==> config.mk <==
export PLATFORM = sky130hd
export DESIGN_NAME = if_prefetch
export DESIGN_NICKNAME = d
export VERILOG_FILES = /design/src/rtl/if_prefetch.sv
export SDC_FILE = /design/constraint.sdc
export NUM_CORES = 1
export LEC_CHECK = 0
export CAP_MARGIN = 5
export CORE_MARGIN = 5
export CORE_UTILIZATION = 50
export DETAILED_ROUTE_END_ITERATION = 16
export PLACE_DENSITY = 0.81
export SYNTH_ARGS = -nofsm -noshare
export SYNTH_HDL_FRONTEND = slang
export SYNTH_SLANG_ARGS = --single-unit
==> constraint.sdc <==
create_clock -name clk_in -period 3.35 [get_ports clk_in]
set_input_delay 0.335 -clock clk_in [delete_from_list [all_inputs] [get_ports clk_in]]
set_output_delay 0.335 -clock clk_in [all_outputs]
set_load 0.05 [all_outputs]
==> src/rtl/if_prefetch.sv <==
// rtl/if_prefetch.sv - sequential instruction prefetcher with redirect and prefetch queue
// Keeps one memory request in flight while queue space remains; redirects flush and drop stale data.
module if_prefetch #(
    parameter int                ADDR_W   = 32,
    parameter int                INST_W   = 32,
    parameter int                DEPTH    = 4,
    parameter logic [ADDR_W-1:0] RESET_PC = '0
) (
    input  logic              clk_in,
    input  logic              rst_n_in,
    input  logic              rdy_in,
    output logic [1:0]        memctl_op,
    output logic [1:0]        memctl_len,
    output logic [ADDR_W-1:0] memctl_addr,
    input  logic              memctl_rdy,
    input  logic [INST_W-1:0] memctl_out,
    input  logic              jump_en,
    input  logic [ADDR_W-1:0] jump_addr,
    output logic              out_valid,
    input  logic              out_ready,
    output logic [ADDR_W-1:0] out_pc,
    output logic [INST_W-1:0] out_inst,
    output logic [2:0]        stall
);
    localparam logic [1:0] MEM_NOP  = 2'b00;
    localparam logic [1:0] MEM_LOAD = 2'b01;
    localparam logic [1:0] MEM_WORD = 2'b10;
    localparam logic [2:0] STALL_IF = 3'b001;
    localparam int PTR_W = $clog2(DEPTH);
    localparam int CNT_W = PTR_W + 1;

    typedef enum logic [1:0] {IDLE, REQ, DISCARD} state_t;

    state_t            state_q;
    logic [ADDR_W-1:0] fetch_pc_q;
    logic [PTR_W-1:0]  rd_ptr_q, wr_ptr_q;
    logic [CNT_W-1:0]  count_q, count_d;
    logic [1:0]        op_q, len_q;
    logic [ADDR_W-1:0] addr_q;
    logic [ADDR_W-1:0] pc_mem_q   [DEPTH];
    logic [INST_W-1:0] inst_mem_q [DEPTH];

    logic              push, pop, room;
    logic [ADDR_W-1:0] jump_target, pc_inc;

    always_comb begin
        pop         = (count_q != '0) && out_ready;
        push        = (state_q == REQ) && memctl_rdy;
        count_d     = count_q + CNT_W'(push) - CNT_W'(pop);
        room        = count_d < CNT_W'(DEPTH);
        jump_target = {jump_addr[ADDR_W-1:2], 2'b00};
        pc_inc      = fetch_pc_q + ADDR_W'(4);
    end

    always_ff @(posedge clk_in or negedge rst_n_in) begin
        if (!rst_n_in) begin
            state_q    <= IDLE;
            fetch_pc_q <= RESET_PC;
            rd_ptr_q   <= '0;
            wr_ptr_q   <= '0;
            count_q    <= '0;
            op_q       <= MEM_NOP;
            len_q      <= 2'b00;
            addr_q     <= '0;
        end else if (rdy_in) begin
            if (jump_en) begin
                count_q    <= '0;
                rd_ptr_q   <= '0;
                wr_ptr_q   <= '0;
                fetch_pc_q <= jump_target;
                case (state_q)
                    // A request already on the bus must complete before the target can be issued.
                    REQ, DISCARD: begin
                        if (memctl_rdy) begin
                            state_q <= REQ;
                            addr_q  <= jump_target;
                        end else begin
                            state_q <= DISCARD;
                        end
                    end
                    default: begin
                        state_q <= REQ;
                        op_q    <= MEM_LOAD;
                        len_q   <= MEM_WORD;
                        addr_q  <= jump_target;
                    end
                endcase
            end else begin
                count_q <= count_d;
                if (push) wr_ptr_q <= wr_ptr_q + PTR_W'(1);
                if (pop)  rd_ptr_q <= rd_ptr_q + PTR_W'(1);
                case (state_q)
                    IDLE: begin
                        if (room) begin
                            state_q <= REQ;
                            op_q    <= MEM_LOAD;
                            len_q   <= MEM_WORD;
                            addr_q  <= fetch_pc_q;
                        end
                    end
                    REQ: begin
                        if (memctl_rdy) begin
                            fetch_pc_q <= pc_inc;
                            if (room) begin
                                addr_q <= pc_inc;
                            end else begin
                                state_q <= IDLE;
                                op_q    <= MEM_NOP;
                                len_q   <= 2'b00;
                            end
                        end
                    end
                    DISCARD: begin
                        if (memctl_rdy) begin
                            state_q <= REQ;
                            addr_q  <= fetch_pc_q;
                        end
                    end
                    default: state_q <= IDLE;
                endcase
            end
        end
    end

    always_ff @(posedge clk_in) begin
        if (rdy_in && !jump_en && push) begin
            pc_mem_q[wr_ptr_q]   <= fetch_pc_q;
            inst_mem_q[wr_ptr_q] <= memctl_out;
        end
    end

    assign memctl_op   = op_q;
    assign memctl_len  = len_q;
    assign memctl_addr = addr_q;
    assign out_valid   = count_q != '0;
    assign out_pc      = pc_mem_q[rd_ptr_q];
    assign out_inst    = inst_mem_q[rd_ptr_q];
    assign stall       = out_valid ? 3'b000 : STALL_IF;
endmodule

* Word level (Yosys, flattened, before mapping)
Memories as Yosys holds them, arrays and structs flattened.
Index checks and enable logic that the tools add are counted.
W data, S select, Z words.
** Operators by class
- Add/sub/neg operators :: 5
- $lt $le $gt $ge :: 1
- Eq/ne operators :: 9
- Muxes and demuxes :: 34
- Reduce and logical (&&, ||, !) cells :: 20
** Operator list (count)
- $mux W32 :: 10
- $pmux W32 S3 :: 1
- $add A32 B3 Y32 const B :: 1
- $mux W2 :: 16
- $ne A3 B3 Y1 const B :: 6
- $pmux W2 S2 :: 2
- $reduce_bool A2 Y1 :: 4
- $reduce_and A7 Y1 :: 1
- $pmux W2 S3 :: 1
- $reduce_and A6 Y1 :: 1
- $reduce_bool A3 Y1 :: 2
- $reduce_and A5 Y1 :: 1
- $add A2 B1 Y2 const B :: 2
- $logic_and A1 B1 Y1 :: 4
- $reduce_and A2 Y1 :: 2
- $reduce_bool A4 Y1 :: 1
- $add A3 B1 Y3 :: 1
- $lt A3 B3 Y1 const B :: 1
- $mux W1 :: 3
- $mux W3 :: 1
- $reduce_and A3 Y1 :: 1
- $sub A3 B1 Y3 :: 1
- $eq A2 B1 Y1 const B :: 1
- $eq A2 B2 Y1 const B :: 1
- 4 further kinds :: 4
** Word-level totals
- Bits in registers :: 77
- RAM bits :: 256
- Input bits :: 70
- Output and inout port bits :: 104
- Word-level logic and storage cells :: 79
- Memories kept :: 2
** Memories
- inst_mem_q :: depth 4, bits a word 32, read ports 1, clocked after memory_dff 0, write ports 1, RTL line 41 : logic [INST_W-1:0] inst_mem_q [DEPTH];
- pc_mem_q :: depth 4, bits a word 32, read ports 1, clocked after memory_dff 0, write ports 1, RTL line 40 : logic [ADDR_W-1:0] pc_mem_q [DEPTH];

* Logic depth before layout (Yosys ltp)
Gate-level depths: netlist (run 1).
- Depth in word-level cells :: 9
- Depth in mapped cells :: 15
- Mapped depth without buffers :: 14

* Worst setup path after synthesis (run 1)
OpenSTA, ideal clock, no wires.
- Path type :: register to register
- Start point :: reg count_q[1]
- End point :: reg addr_q[28], in the netlist memctl_addr[28]
- Library setup time :: 119 ps
- Arrival time :: 3615 ps
- Required time :: 3231 ps
- Setup slack :: -384 ps
- Stages on the path, launching flop included :: 14
- Buffers on the path :: 1
- Clock period less this slack :: 3734 ps
- Cells stage by stage :: dfrtp_1 or3_1 and2_0 clkbuf_1 ha_1 inv_1 ha_1 inv_1 fa_1 xnor3_1 mux2i_1 o22a_1 or4_1 o21a_1
** On the way
- Cells in the longest elaborated chain, start to end :: 6
- Elaborated cells between the ends (all ways) :: 8
- Classes of those cells :: 2 x add/sub; 1 x order compare; 2 x eq/ne; 3 x reduce/logical
** RTL lines
- from (decl) :: RTL line 37 : logic [CNT_W-1:0] count_q, count_d;
- from (signal assigned) :: RTL line 89 : count_q <= count_d;
- $reduce_bool A3 Y1 (*)
- named net out_valid :: RTL line 19 : output logic out_valid,
- $logic_and A1 B1 Y1 (*) :: RTL line 47 : pop = (count_q != '0) && out_ready;
- $sub A3 B1 Y3 (*) :: RTL line 49 : count_d = count_q + CNT_W'(push) - CNT_W'(pop);
- $lt A3 B3 Y1 (*) :: RTL line 50 : room = count_d < CNT_W'(DEPTH);
- $ne A3 B3 Y1 (no source line)
- $reduce_and A7 Y1 (no source line) (*)
- to (signal assigned) :: RTL line 76 : addr_q <= jump_target;
- to (signal assigned) :: RTL line 85 : addr_q <= jump_target;
- to (signal assigned) :: RTL line 98 : addr_q <= fetch_pc_q;
- to (decl) :: RTL line 39 : logic [ADDR_W-1:0] addr_q;
The timed path passes the listed nets; every way through them passes the cells marked *.
A chain may end at the register's enable or synchronous reset.

* Final worst setup path (run 1)
- Start point :: reg count_q[2]
- End point :: reg addr_q[28], in the netlist memctl_addr[28]
** On the way
- Cells in the longest elaborated chain, start to end :: 6
- Elaborated cells between the ends (all ways) :: 8
- Classes of those cells :: 2 x add/sub; 1 x order compare; 2 x eq/ne; 3 x reduce/logical
** RTL lines (RTL line)
- parallel branches: the longest is 2 deep, another holds $add A3 B1 Y3
- $sub A3 B1 Y3 (*) :: 49
- $lt A3 B3 Y1 (*) :: 50
- $ne A3 B3 Y1 (no source line)
- $reduce_and A7 Y1 (no source line) (*)
Every way passes the cells marked *.

==> report_table.html, run 1 <==
<table>
<tr><th>Metric</th><th>Value</th></tr>
<tr><th colspan="2">Synthesis</th></tr>
<tr><td>Main synth FF type</td><td>sky130_fd_sc_hd__edfxtp_1</td></tr>
<tr><td>Post-Synthesis Mean Instance Area</td><td>between 10 and 15 um^2</td></tr>
<tr><td>Share of the synthesized area in the top cell type</td><td>a little over half</td></tr>
<tr><td>Top cell type by total area after synthesis</td><td>sky130_fd_sc_hd__edfxtp_1</td></tr>
<tr><td>Post-synthesis async set-or-reset flop share</td><td>between 20% and 30%</td></tr>
<tr><td>Sequential element share of the synthesized area</td><td>66.3%</td></tr>
<tr><td>Syn. warnings</td><td>0</td></tr>
<tr><td>Flip-flop and latch count after synthesis</td><td>319</td></tr>
<tr><td>Synth cell types</td><td>between 70 and 80</td></tr>
<tr><td>Cell count after synthesis</td><td>a little over 900</td></tr>
<tr><td>Number of flops mapped to enable cells by yosys</td><td>248</td></tr>
<tr><td>Cells taking the most area after synthesis</td><td>sky130_fd_sc_hd__edfxtp_1, sky130_fd_sc_hd__dfrtp_1, sky130_fd_sc_hd__mux4_2</td></tr>
<tr><td>Area of the mapped netlist</td><td>around 14000 um^2</td></tr>
<tr><th colspan="2">Place</th></tr>
<tr><td>Count of input and output buffers</td><td>roughly 170</td></tr>
<tr><td>Placed cell count</td><td>1433</td></tr>
<tr><td>Post-detailed-placement half-perimeter wirelength</td><td>between 20 and 25 mm</td></tr>
<tr><td>Gp weighted congestion</td><td>just over 0.9</td></tr>
<tr><th colspan="2">CTS</th></tr>
<tr><td>Gates resized, CTS repair</td><td>0</td></tr>
<tr><td>Quantity of hold-fixing buffers added after cts</td><td>0</td></tr>
<tr><td>Clock latency reported for the late side of the worst-skew pair</td><td>~0.52 ns</td></tr>
<tr><td>Cts bufs inserted</td><td>34</td></tr>
<tr><td>Post-CTS Setup Inserts</td><td>0</td></tr>
<tr><td>Max Root-Sink Buffers</td><td>3</td></tr>
<tr><td>Clock slew at the register clock pins of the worst setup and hold paths</td><td>about 0.06 ns</td></tr>
<tr><td>Clock tree from TritonCTS</td><td>yes</td></tr>
<tr><td>Clock Root Buffer</td><td>sky130_fd_sc_hd__clkbuf_16</td></tr>
<tr><td>Num Clock Sinks</td><td>around 320</td></tr>
<tr><td>Max H-tree Level</td><td>2</td></tr>
<tr><th colspan="2">Timing</th></tr>
<tr><td>Setup repair after global routing missed its margin</td><td>false</td></tr>
<tr><td>Number of slew-limit violations in the final report</td><td>0</td></tr>
<tr><td>Actual transition at the worst max-transition pin</td><td>1.04 ns</td></tr>
<tr><td>Number of hold violations in the final report</td><td>0</td></tr>
<tr><td>Max transition margin</td><td>between 30% and 40%</td></tr>
<tr><td>Highest attainable clock frequency</td><td>0.317 GHz</td></tr>
<tr><td>Total Neg Setup Slack</td><td>0 ns</td></tr>
<tr><td>Post-route clock skew</td><td>0.0270 ns</td></tr>
<tr><td>Setup-violating endpoint count in the final report</td><td>0</td></tr>
<tr><td>Final period utilization</td><td>between 90 and 100%</td></tr>
<tr><td>Minimum clock period</td><td>~3.2 ns</td></tr>
<tr><th colspan="2">Power and ir drop</th></tr>
<tr><td>Net Switching</td><td>about 5.2 mW</td></tr>
<tr><td>Cell Pwr Density</td><td>826 nW/um^2</td></tr>
<tr><td>Seq pwr share</td><td>between 30% and 40%</td></tr>
<tr><td>Switching fraction of total power</td><td>36.6%</td></tr>
<tr><td>Internal power</td><td>around 9.0 mW</td></tr>
<tr><td>Clock share of power</td><td>approximately a quarter</td></tr>
<tr><td>Worst-case vdd ir drop</td><td>roughly 0.00077 V</td></tr>
<tr><td>Share of total power in combinational logic</td><td>37.0%</td></tr>
<tr><td>Standby leakage power</td><td>between 5 and 6 nW</td></tr>
<tr><th colspan="2">Die</th></tr>
<tr><td>I/O pin total</td><td>about 170</td></tr>
<tr><td>Initial Util</td><td>roughly half</td></tr>
<tr><td>Chip Width</td><td>between 150 and 200 um</td></tr>
<tr><td>DIE AREA</td><td>about 31000 um^2</td></tr>
<tr><td>Placement Rows</td><td>61</td></tr>
<tr><td>Height of the chip</td><td>between 150 and 200 um</td></tr>
<tr><td>Core area</td><td>approximately 28000 um^2</td></tr>
<tr><th colspan="2">Job</th></tr>
<tr><td>Max-cap check violation count</td><td>0</td></tr>
<tr><th colspan="2">Cells and area</th></tr>
<tr><td>Fin nets</td><td>~1200</td></tr>
<tr><td>Final cell count without fillers</td><td>about 1500</td></tr>
<tr><td>Layout filler cell count</td><td>between 2000 and 2500</td></tr>
<tr><td>Layout cell share with drive strength beyond 1</td><td>between 10% and 20%</td></tr>
<tr><td>Antenna Diode Count</td><td>0</td></tr>
<tr><td>Synthesis-to-layout area growth</td><td>23.9%</td></tr>
<tr><th colspan="2">Detailed routing</th></tr>
<tr><td>Total wire length after detailed routing</td><td>between 30 and 40 mm</td></tr>
<tr><td>Initial DRC Count</td><td>~920</td></tr>
<tr><td>Via count</td><td>around 9000</td></tr>
<tr><td>Post-DR vias/cell</td><td>between 6 and 7</td></tr>
<tr><td>Average detailed-routed wire length per instance</td><td>between 20 and 25 um</td></tr>
<tr><td>Antenna-violating nets left</td><td>0</td></tr>
<tr><td>1st-pass router iterations</td><td>5</td></tr>
<tr><td>Drc violations</td><td>0</td></tr>
<tr><th colspan="2">Worst setup path</th></tr>
<tr><td>Maximum net fanout on the critical path</td><td>5</td></tr>
<tr><td>CP Data Arrival Time</td><td>3.56 ns</td></tr>
<tr><td>Nature of the critical path startpoint</td><td>register</td></tr>
<tr><td>Data required time at the worst endpoint</td><td>roughly 3.8 ns</td></tr>
<tr><td>Cell-by-cell listing of the critical path</td><td>or3_4 -&gt; and2_0 -&gt; ha_1 -&gt; inv_1 -&gt; ha_1 -&gt; inv_1 -&gt; fa_2 -&gt; xnor3_2 -&gt; mux2i_4 -&gt; o22a_1 -&gt; or4_1 -&gt; o21a_1</td></tr>
<tr><td>Max stage delay cell, worst path</td><td>sky130_fd_sc_hd__or4_1</td></tr>
<tr><td>Critical R2R Launch</td><td>count_q[2]</td></tr>
<tr><td>Number of cells traversed by the worst register-to-register path</td><td>12</td></tr>
<tr><td>Largest stage delay on the critical path</td><td>around 0.52 ns</td></tr>
<tr><td>Reg2Reg Capture Point</td><td>memctl_addr[28]</td></tr>
<tr><td>Reg-to-reg setup timing slack</td><td>approximately 0.2 ns</td></tr>
<tr><td>Worst Setup Path Type</td><td>reg2reg</td></tr>
<tr><td>Sort of element at the end of the critical path</td><td>register</td></tr>
<tr><th colspan="2">Global routing</th></tr>
<tr><td>Total congestion overflow after global routing</td><td>0</td></tr>
<tr><td>Initial antenna violation count</td><td>0</td></tr>
<tr><td>Global-route wire length before repair</td><td>~51 mm</td></tr>
<tr><td>Via count of the first global-routing pass</td><td>8942</td></tr>
<tr><td>Combined global-route utilization of all metal layers</td><td>between 20% and 30%</td></tr>
<tr><td>Pin count of the biggest net entering global routing</td><td>between 60 and 70</td></tr>
<tr><th colspan="2">Min path</th></tr>
<tr><td>Hold WC Path Type</td><td>in2async</td></tr>
<tr><th colspan="2">Status</th></tr>
<tr><td>Result of the run</td><td>completed</td></tr>
</table>
## critical path, delay by kind of cell, from the launching register on
family                   cells  cell delay [ns]
AO/OA/AOI/OAI                2             0.30
XOR/XNOR                     1             0.29
adder cells (fa/ha/maj)      3             0.77
buffers and inverters        2             0.11
flip-flops                   1             0.44
multiplexers                 1             0.08
AND/OR/NAND/NOR              3             1.05
## synthesized netlist by cell type (all sizes together), types with 4 or more instances
master	instances
nor4	10
nand3	18
nand4	22
buf	45
o31a	4
xnor2	9
o22ai	24
a22oi	4
o21ai	52
and2	4
clkbuf	37
dfrtp	71
mux2i	15
a221o	6
o31ai	7
nand2	52
a21oi	39
a21o	7
or4	6
nor3	21
a311oi	6
ha	10
nor2	50
or3	6
a31oi	11
inv	14
xor2	6
mux4	62
and3	13
edfxtp	248
## worst max path at each step
stage / start / end / slack [ns] / depth (start not counted)
after global placement: memctl_rdy / memctl_addr[28] / 0.16 / 13
after detailed placement: memctl_rdy / memctl_addr[28] / 0.15 / 13
final: count_q[2] / memctl_addr[28] / 0.20 / 12
after floorplan: count_q[1] / memctl_addr[28] / 0.009 / 13
after CTS: count_q[2] / memctl_addr[28] / 0.20 / 12
after global routing: count_q[2] / state_q[0] / 0.02 / 13
## registers in the layout, indices dropped and copies added, names as in the netlist
register and flops:
memctl_addr 31, rd_ptr_q 2, state_q 2, fetch_pc_q 30, memctl_op 1, pc_mem_q 120
wr_ptr_q 2, inst_mem_q 128, count_q 3
## logic make-up after synthesis
| kind of cell | after synthesis | synth area share, % |
|---|---|---|
| AOI/OAI and AO/OA | 191 | 8.94 |
| xor gates and xnor gates | 16 | 1.11 |
| adders and majority gates | 11 | 1.04 |
| buffers and inverters | 97 | 3.18 |
| DFF | 319 | 66.3 |
| muxes | 78 | 11.2 |
| other | 1 | 0.0270 |
| and+or+nand+nor | 215 | 8.19 |
## power by group through the flow
stage | Combinational, mW | Clock (mW) | Sequential [mW]
after floorplan | 3.05 | 0 | 5.69
after global placement | 5.19 | 0 | 5.26
after detailed placement | 5.26 | 0 | 5.28
after CTS | 5.29 | 3.83 | 5.21
after global routing | 5.57 | 4.02 | 5.27
final | 5.26 | 3.76 | 5.22
## per-layer routing
| metal | vias up | routed length, um | track usage (%) |
|---|---|---|---|
| met5 | - | 0 | 0 |
| met4 | 0 | 806 | 6.77 |
| met3 | 69 | 2950 | 4.29 |
| met2 | 490 | 15100 | 32.3 |
| met1 | 4425 | 13600 | 30.0 |
| li1 | 3987 | - | - |
## final cells by class
class                           count  area (um^2)  share of cell area (%)
Clock buffer                       45          976                    5.66
Sequential cell                   319         9230                    53.6
Inverter                           15         56.3                   0.327
Tap cell                          378          473                    2.74
Clock inverter                     17          163                   0.944
Multi-Input combinational cell    517         4300                    25.0
Timing Repair Buffer              204         2030                    11.8
## metrics by stage
stage	hold WS, ns	utilization (%)	cell area, um^2	power, mW	worst slack [ns]
2_1_floorplan	0.0394	-	14000	8.73	0.00854
3_3_place_gp	0.468	58.2	16100	10.5	0.158
5_1_grt	0.0694	62.4	17200	14.9	0.0166
3_5_place_dp	0.474	58.2	16100	10.5	0.146
4_1_cts	0.0186	62.4	17200	14.3	0.201
6_report	0.00228	62.4	17200	14.2	0.199
## layout by cell type, fill, tap and decap left out, drive strengths merged, types with 18 or more instances in the layout
cell type	count
a21oi	39
edfxtp	248
clkbuf	45
o22ai	24
nand2	52
buf	41
nor2	50
o21ai	52
clkdlybuf4s50	163
nand4	22
dfrtp	71
nand3	18
nor3	21
mux4	62
(Power assumes the default switching activity.)
==> run 2: changes to the inputs <==
--- a/config.mk
+++ b/config.mk
@@ -9,6 +9,7 @@
 export CORE_MARGIN = 5
 export CORE_UTILIZATION = 50
 export DETAILED_ROUTE_END_ITERATION = 16
+export HOLD_SLACK_MARGIN = 0.02
 export PLACE_DENSITY = 0.81
 export SYNTH_ARGS = -nofsm -noshare
 export SYNTH_HDL_FRONTEND = slang
==> run 2 against run 1 <==
Against the previous run:
- power barely moved
- flip-flop and latch count did not move
- global-route usage barely moved
- die area did not move
- setup slack got worse by 0.0053 ns
- first-iteration DRC count rose by 4.5%
- maximum frequency fell by 0.17%
- clock power barely moved
- combinational power barely moved
- critical path depth did not move
- critical endpoint unchanged
- highest routed layer unchanged
==> report_table.html, run 2 (synthesized netlist as in run 1, its figures left out) <==
<table>
<tr><th>Metric</th><th>Value</th></tr>
<tr><th colspan="2">Detailed routing</th></tr>
<tr><td>Average detailed-routed wire length per instance</td><td>21.8 um (+0.16%)</td></tr>
<tr><td>1st-pass router iterations</td><td>5 (unchanged)</td></tr>
<tr><td>Post-DR vias/cell</td><td>5.99 (-0.25%)</td></tr>
<tr><td>Initial DRC Count</td><td>957 (+4.5%)</td></tr>
<tr><td>Via count</td><td>8955 (-0.18%)</td></tr>
<tr><td>Antenna-violating nets left</td><td>0 (unchanged)</td></tr>
<tr><td>Total wire length after detailed routing</td><td>32.6 mm (+0.23%)</td></tr>
<tr><td>Drc violations</td><td>0 (unchanged)</td></tr>
<tr><th colspan="2">Global routing</th></tr>
<tr><td>Combined global-route utilization of all metal layers</td><td>20.9% (about the same)</td></tr>
<tr><td>Total congestion overflow after global routing</td><td>0 (unchanged)</td></tr>
<tr><td>Via count of the first global-routing pass</td><td>8948 (+0.067%)</td></tr>
<tr><td>Initial antenna violation count</td><td>0 (unchanged)</td></tr>
<tr><td>Global-route wire length before repair</td><td>51.0 mm (about the same)</td></tr>
<tr><td>Pin count of the biggest net entering global routing</td><td>63 (unchanged)</td></tr>
<tr><th colspan="2">Worst setup path</th></tr>
<tr><td>Number of cells traversed by the worst register-to-register path</td><td>12 (unchanged)</td></tr>
<tr><td>CP Data Arrival Time</td><td>3.56 ns (about the same)</td></tr>
<tr><td>Data required time at the worst endpoint</td><td>3.76 ns (about the same)</td></tr>
<tr><td>Reg2Reg Capture Point</td><td>memctl_addr[28]</td></tr>
<tr><td>Maximum net fanout on the critical path</td><td>5 (unchanged)</td></tr>
<tr><td>Cell-by-cell listing of the critical path</td><td>or3_4 -&gt; and2_0 -&gt; ha_1 -&gt; inv_1 -&gt; ha_1 -&gt; inv_1 -&gt; fa_2 -&gt; xnor3_2 -&gt; mux2i_4 -&gt; o22a_1 -&gt; or4_1 -&gt; o21a_1</td></tr>
<tr><td>Buf/Inv on CP</td><td>2 (unchanged)</td></tr>
<tr><td>Worst Setup Path Type</td><td>reg2reg</td></tr>
<tr><td>Critical path destination</td><td>memctl_addr[28]</td></tr>
<tr><td>Sort of element at the end of the critical path</td><td>register</td></tr>
<tr><td>Cell depth of the worst setup path</td><td>12 (unchanged)</td></tr>
<tr><td>Kind of cell adding the most delay to the critical path</td><td>simple AND/OR/NAND/NOR gates</td></tr>
<tr><td>Max stage delay cell, worst path</td><td>sky130_fd_sc_hd__or4_1</td></tr>
<tr><td>Nature of the critical path startpoint</td><td>register</td></tr>
<tr><td>Reg-to-reg setup timing slack</td><td>0.19 ns (about the same)</td></tr>
<tr><td>Critical R2R Launch</td><td>count_q[2]</td></tr>
<tr><td>Largest stage delay on the critical path</td><td>0.52 ns (about the same)</td></tr>
<tr><td>Launching instance or port of the critical path</td><td>count_q[2]</td></tr>
<tr><th colspan="2">Cells and area</th></tr>
<tr><td>Number of flip-flops in the largest register</td><td>128 (unchanged)</td></tr>
<tr><td>Utilization after layout</td><td>62.4% (about the same)</td></tr>
<tr><td>Synthesis-to-layout area growth</td><td>23.9% (about the same)</td></tr>
<tr><td>Largest register by flop count</td><td>inst_mem_q</td></tr>
<tr><td>Antenna Diode Count</td><td>0 (unchanged)</td></tr>
<tr><td>Final cell count without fillers</td><td>1496 (+0.067%)</td></tr>
<tr><td>Fin nets</td><td>1173 (+0.085%)</td></tr>
<tr><td>Final design area excluding fillers</td><td>17200 um^2 (about the same)</td></tr>
<tr><td>Commonest non-fill, non-tap cells in the layout</td><td>sky130_fd_sc_hd__edfxtp_1, sky130_fd_sc_hd__clkdlybuf4s50_1, sky130_fd_sc_hd__dfrtp_1, sky130_fd_sc_hd__mux4_2, sky130_fd_sc_hd__nand2_1</td></tr>
<tr><td>Layout cell share with drive strength beyond 1</td><td>15.9% (about the same)</td></tr>
<tr><td>Most common library cell in the layout ignoring fill and taps</td><td>sky130_fd_sc_hd__edfxtp_1</td></tr>
<tr><th colspan="2">Timing</th></tr>
<tr><td>Setup repair after global routing missed its margin</td><td>false</td></tr>
<tr><td>Minimum clock period</td><td>3.16 ns (+0.00534 ns)</td></tr>
<tr><td>Actual transition at the worst max-transition pin</td><td>1.04 ns (+0.000828 ns)</td></tr>
<tr><td>Number of slew-limit violations in the final report</td><td>0 (unchanged)</td></tr>
<tr><td>Max transition margin</td><td>30.8% (-0.055 points)</td></tr>
<tr><td>Highest attainable clock frequency</td><td>0.317 GHz (-0.17%)</td></tr>
<tr><td>Post-route clock skew</td><td>0.0243 ns (-0.00274 ns)</td></tr>
<tr><td>Total Neg Setup Slack</td><td>0 ns (unchanged)</td></tr>
<tr><td>Setup-violating endpoint count in the final report</td><td>0 (unchanged)</td></tr>
<tr><td>Number of hold violations in the final report</td><td>0 (unchanged)</td></tr>
<tr><td>Final period utilization</td><td>94.2% (+0.16 points)</td></tr>
<tr><th colspan="2">Die</th></tr>
<tr><td>Placement Rows</td><td>61 (unchanged)</td></tr>
<tr><td>Chip Width</td><td>177 um (unchanged)</td></tr>
<tr><td>Height of the chip</td><td>177 um (unchanged)</td></tr>
<tr><td>Core area</td><td>27600 um^2 (unchanged)</td></tr>
<tr><td>Initial Util</td><td>50.3% (unchanged)</td></tr>
<tr><td>I/O pin total</td><td>174 (unchanged)</td></tr>
<tr><td>DIE AREA</td><td>31300 um^2 (unchanged)</td></tr>
<tr><th colspan="2">CTS</th></tr>
<tr><td>Max H-tree Level</td><td>2 (unchanged)</td></tr>
<tr><td>Cts bufs inserted</td><td>34 (unchanged)</td></tr>
<tr><td>Clock latency reported for the late side of the worst-skew pair</td><td>0.52 ns (about the same)</td></tr>
<tr><td>Clock slew at the register clock pins of the worst setup and hold paths</td><td>0.06 ns (about the same)</td></tr>
<tr><td>Clock tree from TritonCTS</td><td>yes</td></tr>
<tr><td>Num Clock Sinks</td><td>319 (unchanged)</td></tr>
<tr><td>Clock Root Buffer</td><td>sky130_fd_sc_hd__clkbuf_16</td></tr>
<tr><td>Max Root-Sink Buffers</td><td>3 (unchanged)</td></tr>
<tr><th colspan="2">Job</th></tr>
<tr><td>Max-cap check violation count</td><td>0 (unchanged)</td></tr>
<tr><th colspan="2">Power and ir drop</th></tr>
<tr><td>Worst-case vdd ir drop</td><td>0.000774 V (+0.23%)</td></tr>
<tr><td>Total power</td><td>14.2 mW (about the same)</td></tr>
<tr><td>Cell Pwr Density</td><td>826 nW/um^2 (about the same)</td></tr>
<tr><td>Standby leakage power</td><td>5.80 nW (about the same)</td></tr>
<tr><th colspan="2">Min path</th></tr>
<tr><td>Hold WC Path Type</td><td>in2reg</td></tr>
<tr><th colspan="2">Place</th></tr>
<tr><td>Gp weighted congestion</td><td>0.912 (unchanged)</td></tr>
<tr><td>Count of input and output buffers</td><td>165 (unchanged)</td></tr>
<tr><td>Post-detailed-placement half-perimeter wirelength</td><td>20.6 mm (unchanged)</td></tr>
<tr><td>Placed cell count</td><td>1433 (unchanged)</td></tr>
<tr><td>Placed inst area</td><td>16100 um^2 (unchanged)</td></tr>
<tr><th colspan="2">Status</th></tr>
<tr><td>Result of the run</td><td>completed</td></tr>
</table>
[run 2: changes by cell type in the layout (fill, tap and decap cells not counted), sizes merged]
cell	change
dlygate4sd3	+1
[run 2: what timing repair did]
action                    CTS  global route
setup buffers               0             0
resized for setup           0             0
hold endpoints to repair    7             0
hold buffers                1             0
[run 2: per-layer routing]
layer / share of wire (%) / track usage, % / wire [um]
met1: 42 / 30.0 / 13700
met2: 47 / 32.3 / 15200
met3: 8.9 / 4.29 / 2880
met4: 2.4 / 6.77 / 773
met5: 0 / 0 / 0
[run 2: worst min-delay path by stage]
stage                    from             end  slack (ns)  cells past startpoint
4_1_cts               jump_en  fetch_pc_q[25]        0.36                      3
3_3_place_gp   memctl_addr[4]  memctl_addr[4]        0.47                      2
5_1_grt               jump_en  fetch_pc_q[25]        0.41                      3
2_1_floorplan        rst_n_in      count_q[0]        0.04                      0
6_report              jump_en  fetch_pc_q[25]        0.40                      3
3_5_place_dp   memctl_addr[2]  memctl_addr[2]        0.47                      2
[run 2: where the power goes]
group	total, mW	internal, mW	switching [mW]
logic	5.27	1.99	3.28
registers	5.22	4.75	0.465
clock network	3.76	2.29	1.47
[run 2: final cells by class]
class	count	area, um^2
Fill cell	2042	10400
Sequential cell	319	9230
Multi-Input combinational cell	517	4300
Timing Repair Buffer	205	2040
Clock buffer	45	976
Tap cell	378	473
Clock inverter	17	163
Inverter	15	56.3
[run 2: per-stage QoR]
stage	setup slack [ns]	hold slack, ns
after floorplan	0.00854	0.0394
after global placement	0.158	0.468
after detailed placement	0.146	0.474
after CTS	0.201	0.364
after global routing	0.0166	0.409
final	0.193	0.396
[run 2: worst reg2reg max path, stage by stage (launching register included)]
cell,delay [ns]
sky130_fd_sc_hd__dfrtp_1,0.44
sky130_fd_sc_hd__or3_4,0.36
sky130_fd_sc_hd__and2_0,0.17
sky130_fd_sc_hd__ha_1,0.27
sky130_fd_sc_hd__inv_1,0.05
sky130_fd_sc_hd__ha_1,0.13
sky130_fd_sc_hd__inv_1,0.06
sky130_fd_sc_hd__fa_2,0.37
sky130_fd_sc_hd__xnor3_2,0.29
sky130_fd_sc_hd__mux2i_4,0.08
sky130_fd_sc_hd__o22a_1,0.17
sky130_fd_sc_hd__or4_1,0.52
sky130_fd_sc_hd__o21a_1,0.13
==> run 3: changes to the inputs <==
--- a/config.mk
+++ b/config.mk
@@ -5,9 +5,11 @@
 export SDC_FILE = /design/constraint.sdc
 export NUM_CORES = 1
 export LEC_CHECK = 0
+export ABC_AREA = 1
 export CAP_MARGIN = 5
 export CORE_MARGIN = 5
 export CORE_UTILIZATION = 50
+export CTS_CLUSTER_DIAMETER = 50
 export DETAILED_ROUTE_END_ITERATION = 16
 export HOLD_SLACK_MARGIN = 0.02
 export PLACE_DENSITY = 0.81
==> run 3 against run 2 <==
Against the previous run:
- synthesized area down 1.3%
- cell count rose by 22%
- utilization is 0.25 points lower
- synthesized cell count grew 41%
- flip-flop and latch count unchanged
- largest cell class unchanged
- largest power group unchanged
==> report_table.html, run 3 <==
<table>
<tr><th>Metric</th><th>Value</th></tr>
<tr><th colspan="2">Synthesis</th></tr>
<tr><td>Most common cell in the netlist</td><td>sky130_fd_sc_hd__edfxtp_1</td></tr>
<tr><td>Commonest cells in the synthesized netlist</td><td>sky130_fd_sc_hd__edfxtp_1, sky130_fd_sc_hd__nand2_1, sky130_fd_sc_hd__nor2_1, sky130_fd_sc_hd__o21ai_0, sky130_fd_sc_hd__dfrtp_1</td></tr>
<tr><td>Syn. warnings</td><td>0 (unchanged)</td></tr>
<tr><td>Flip-flop and latch count after synthesis</td><td>319 (unchanged)</td></tr>
<tr><td>Cell count after synthesis</td><td>1308 (+41%)</td></tr>
<tr><td>Synth cell types</td><td>32 (-56%)</td></tr>
<tr><td>Share of the synthesized area in the top cell type</td><td>54.2% (+0.68 points)</td></tr>
<tr><td>Main synth FF type</td><td>sky130_fd_sc_hd__edfxtp_1</td></tr>
<tr><td>Cells taking the most area after synthesis</td><td>sky130_fd_sc_hd__edfxtp_1, sky130_fd_sc_hd__dfrtp_1, sky130_fd_sc_hd__nand2_1</td></tr>
<tr><td>Area of the mapped netlist</td><td>13700 um^2 (-1.3%)</td></tr>
<tr><td>Post-synthesis async set-or-reset flop share</td><td>22.3% (unchanged)</td></tr>
<tr><td>Number of flops mapped to enable cells by yosys</td><td>248 (unchanged)</td></tr>
<tr><td>Post-Synthesis Mean Instance Area</td><td>10.5 um^2 (-30%)</td></tr>
<tr><td>Sequential element share of the synthesized area</td><td>67.2% (+0.85 points)</td></tr>
<tr><td>Top cell type by total area after synthesis</td><td>sky130_fd_sc_hd__edfxtp_1</td></tr>
<tr><th colspan="2">Die</th></tr>
<tr><td>DIE AREA</td><td>30900 um^2 (-1.2%)</td></tr>
<tr><td>Initial Util</td><td>50.8% (+0.48 points)</td></tr>
<tr><td>Height of the chip</td><td>176 um (-0.60%)</td></tr>
<tr><td>Chip Width</td><td>176 um (-0.60%)</td></tr>
<tr><td>Placement Rows</td><td>60 (-1.6%)</td></tr>
<tr><td>Core area</td><td>27000 um^2 (-2.2%)</td></tr>
<tr><td>I/O pin total</td><td>174 (unchanged)</td></tr>
<tr><th colspan="2">Worst setup path</th></tr>
<tr><td>Sort of element at the end of the critical path</td><td>register</td></tr>
<tr><td>Data required time at the worst endpoint</td><td>3.77 ns (about the same)</td></tr>
<tr><td>Critical R2R Launch</td><td>state_q[1]</td></tr>
<tr><td>Reg-to-reg setup timing slack</td><td>0.38 ns (+0.18 ns)</td></tr>
<tr><td>CP Data Arrival Time</td><td>3.40 ns (-0.16 ns)</td></tr>
<tr><td>Number of cells traversed by the worst register-to-register path</td><td>16 (+4)</td></tr>
<tr><td>Nature of the critical path startpoint</td><td>register</td></tr>
<tr><td>Reg2Reg Capture Point</td><td>memctl_addr[23]</td></tr>
<tr><td>Launching instance or port of the critical path</td><td>state_q[1]</td></tr>
<tr><td>Worst Setup Path Type</td><td>reg2reg</td></tr>
<tr><td>Critical path destination</td><td>memctl_addr[23]</td></tr>
<tr><td>Maximum net fanout on the critical path</td><td>26 (+21)</td></tr>
<tr><th colspan="2">Timing</th></tr>
<tr><td>Post-route clock skew</td><td>0.0125 ns (-0.0117 ns)</td></tr>
<tr><td>Total Neg Setup Slack</td><td>0 ns (unchanged)</td></tr>
<tr><td>Max transition margin</td><td>34.9% (+4.1 points)</td></tr>
<tr><td>Final period utilization</td><td>88.7% (-5.5 points)</td></tr>
<tr><td>Setup repair after global routing missed its margin</td><td>false</td></tr>
<tr><td>Actual transition at the worst max-transition pin</td><td>0.976 ns (-0.0620 ns)</td></tr>
<tr><td>Number of slew-limit violations in the final report</td><td>0 (unchanged)</td></tr>
<tr><td>Highest attainable clock frequency</td><td>0.336 GHz (+6.2%)</td></tr>
<tr><td>Setup-violating endpoint count in the final report</td><td>0 (unchanged)</td></tr>
<tr><td>Minimum clock period</td><td>2.97 ns (-0.185 ns)</td></tr>
<tr><td>Number of hold violations in the final report</td><td>0 (unchanged)</td></tr>
<tr><th colspan="2">Place</th></tr>
<tr><td>Placed cell count</td><td>1764 (+23%)</td></tr>
<tr><td>Gp weighted congestion</td><td>0.831 (-8.8%)</td></tr>
<tr><td>Post-detailed-placement half-perimeter wirelength</td><td>19.7 mm (-4.4%)</td></tr>
<tr><td>Placed inst area</td><td>15600 um^2 (-3.2%)</td></tr>
<tr><td>Count of input and output buffers</td><td>165 (unchanged)</td></tr>
<tr><th colspan="2">Global routing</th></tr>
<tr><td>Combined global-route utilization of all metal layers</td><td>20.6% (-0.23 points)</td></tr>
<tr><td>Via count of the first global-routing pass</td><td>9859 (+10%)</td></tr>
<tr><td>Initial antenna violation count</td><td>0 (unchanged)</td></tr>
<tr><td>Total congestion overflow after global routing</td><td>0 (unchanged)</td></tr>
<tr><td>Pin count of the biggest net entering global routing</td><td>126 (+100%)</td></tr>
<tr><td>Global-route wire length before repair</td><td>51.4 mm (+0.84%)</td></tr>
<tr><th colspan="2">Power and ir drop</th></tr>
<tr><td>Total power</td><td>16.3 mW (+14%)</td></tr>
<tr><td>Cell Pwr Density</td><td>968 nW/um^2 (+17%)</td></tr>
<tr><td>Standby leakage power</td><td>6.43 nW (+11%)</td></tr>
<tr><td>Worst-case vdd ir drop</td><td>0.000663 V (-14%)</td></tr>
<tr><th colspan="2">Cells and area</th></tr>
<tr><td>Area taken by multi-input logic gates</td><td>3960 um^2 (-8.0%)</td></tr>
<tr><td>Utilization after layout</td><td>62.2% (-0.25 points)</td></tr>
<tr><td>Layout cell share with drive strength beyond 1</td><td>10.1% (-5.8 points)</td></tr>
<tr><td>Final design area excluding fillers</td><td>16800 um^2 (-2.6%)</td></tr>
<tr><td>Final cell count without fillers</td><td>1827 (+22%)</td></tr>
<tr><td>Number of flip-flops in the largest register</td><td>128 (unchanged)</td></tr>
<tr><td>Layout filler cell count</td><td>2107 (+3.2%)</td></tr>
<tr><td>Commonest non-fill, non-tap cells in the layout</td><td>sky130_fd_sc_hd__edfxtp_1, sky130_fd_sc_hd__nand2_1, sky130_fd_sc_hd__nor2_1, sky130_fd_sc_hd__o21ai_0, sky130_fd_sc_hd__clkdlybuf4s50_1</td></tr>
<tr><td>Antenna Diode Count</td><td>0 (unchanged)</td></tr>
<tr><td>Fin nets</td><td>1542 (+31%)</td></tr>
<tr><td>Most common library cell in the layout ignoring fill and taps</td><td>sky130_fd_sc_hd__edfxtp_1</td></tr>
<tr><td>Largest register by flop count</td><td>inst_mem_q</td></tr>
<tr><td>Synthesis-to-layout area growth</td><td>22.3%</td></tr>
<tr><td>Sequential cell area</td><td>9230 um^2 (unchanged)</td></tr>
<tr><th colspan="2">CTS</th></tr>
<tr><td>Clock latency reported for the late side of the worst-skew pair</td><td>0.51 ns (about the same)</td></tr>
<tr><td>Num Clock Sinks</td><td>319 (unchanged)</td></tr>
<tr><td>Cts bufs inserted</td><td>36 (+5.9%)</td></tr>
<tr><td>Quantity of hold-fixing buffers added after cts</td><td>0 (-1)</td></tr>
<tr><td>Clock tree from TritonCTS</td><td>yes</td></tr>
<tr><td>Max H-tree Level</td><td>2 (unchanged)</td></tr>
<tr><td>Max Root-Sink Buffers</td><td>3 (unchanged)</td></tr>
<tr><td>Clock slew at the register clock pins of the worst setup and hold paths</td><td>0.06 ns (about the same)</td></tr>
<tr><td>Clock Root Buffer</td><td>sky130_fd_sc_hd__clkbuf_16</td></tr>
<tr><th colspan="2">Detailed routing</th></tr>
<tr><td>1st-pass router iterations</td><td>6 (+1)</td></tr>
<tr><td>Initial DRC Count</td><td>901 (-5.9%)</td></tr>
<tr><td>Average detailed-routed wire length per instance</td><td>17.8 um (-18%)</td></tr>
<tr><td>Post-DR vias/cell</td><td>5.48 (-8.4%)</td></tr>
<tr><td>Via count</td><td>10015 (+12%)</td></tr>
<tr><td>Drc violations</td><td>0 (unchanged)</td></tr>
<tr><td>Antenna-violating nets left</td><td>0 (unchanged)</td></tr>
<tr><td>Total wire length after detailed routing</td><td>32.5 mm (-0.12%)</td></tr>
<tr><th colspan="2">Status</th></tr>
<tr><td>Result of the run</td><td>completed</td></tr>
<tr><th colspan="2">Job</th></tr>
<tr><td>Max-cap check violation count</td><td>0 (unchanged)</td></tr>
<tr><th colspan="2">Min path</th></tr>
<tr><td>Hold WC Path Type</td><td>in2async</td></tr>
</table>
## run 3: logic make-up (layout without fill, tap and decap cells)
| group | after synthesis | after routing | synth area share (%) |
|---|---|---|---|
| simple gates | 524 | 524 | 14.8 |
| flops | 319 | 319 | 67.2 |
| compound gates | 299 | 299 | 11.8 |
| buf+inv | 143 | 316 | 4.45 |
| fa+ha+maj | 11 | 11 | 1.06 |
| xor+xnor | 11 | 11 | 0.701 |
| other cells | 1 | 6 | 0.0273 |
## run 3: metrics by stage
step	hold slack, ns	setup WS, ns
final	0.0546	0.378
after global routing	0.161	0.0402
after global placement	0.468	0.292
after detailed placement	0.472	0.195
after CTS	0.0939	0.264
after floorplan	0.0394	-0.824
## run 3: how the worst min path moves through the flow
stage | from | to | slack, ns | depth (start not counted)
after floorplan | rst_n_in | count_q[0] | 0.04 | 0
after global placement | memctl_addr[13] | memctl_addr[13] | 0.47 | 2
after detailed placement | memctl_addr[15] | memctl_addr[15] | 0.47 | 2
after CTS | rst_n_in | memctl_addr[24] | 0.09 | 2
after global routing | rst_n_in | fetch_pc_q[26] | 0.16 | 2
final | rst_n_in | memctl_addr[26] | 0.05 | 2
## run 3: timing repair
action                     4_1_cts  5_1_grt
setup endpoints to repair        0       15
buffers inserted                 0        0
gates resized for setup          0        3
## run 3: area by class of cell
| class | count | area share, % |
|---|---|---|
| sequential | 319 | 54.9 |
| clock buffer | 44 | 5.67 |
| inverter | 71 | 1.62 |
| timing repair buffer | 182 | 10.2 |
| tap | 341 | 2.54 |
| multi-input combinational | 851 | 23.5 |
| clock inverter | 19 | 1.53 |
## run 3: power breakdown
part / total, mW / switching (mW) / internal, mW
clock: 3.99 / 1.50 / 2.49
sequential: 5.38 / 0.523 / 4.85
combinational: 6.89 / 4.92 / 1.98
total: 16.3 / 6.94 / 9.33
## run 3: per-layer routing
metal	GRT usage [%]	routed length [um]	vias up	share of wire (%)
li1	-	-	4813	-
met3	3.57	2510	57	7.7
met4	5.26	709	0	2.2
met1	28.3	13700	4738	42
met5	0	0	-	0
met2	34.5	15600	407	48
## run 3: critical path, cell delays in order (launching register included)
cell and delay, ns:
sky130_fd_sc_hd__dfrtp_1 0.38, sky130_fd_sc_hd__inv_1 0.10, sky130_fd_sc_hd__ha_1 0.28, sky130_fd_sc_hd__nand2_1 0.17, sky130_fd_sc_hd__ha_1 0.30, sky130_fd_sc_hd__inv_1 0.05, sky130_fd_sc_hd__ha_1 0.13, sky130_fd_sc_hd__inv_1 0.04
sky130_fd_sc_hd__fa_1 0.37, sky130_fd_sc_hd__inv_1 0.06, sky130_fd_sc_hd__nand2_1 0.06, sky130_fd_sc_hd__nand3_1 0.15, sky130_fd_sc_hd__nand4_1 0.12, sky130_fd_sc_hd__nand2_2 0.18, sky130_fd_sc_hd__buf_6 0.26, sky130_fd_sc_hd__nor2_1 0.06
sky130_fd_sc_hd__a21oi_1 0.16
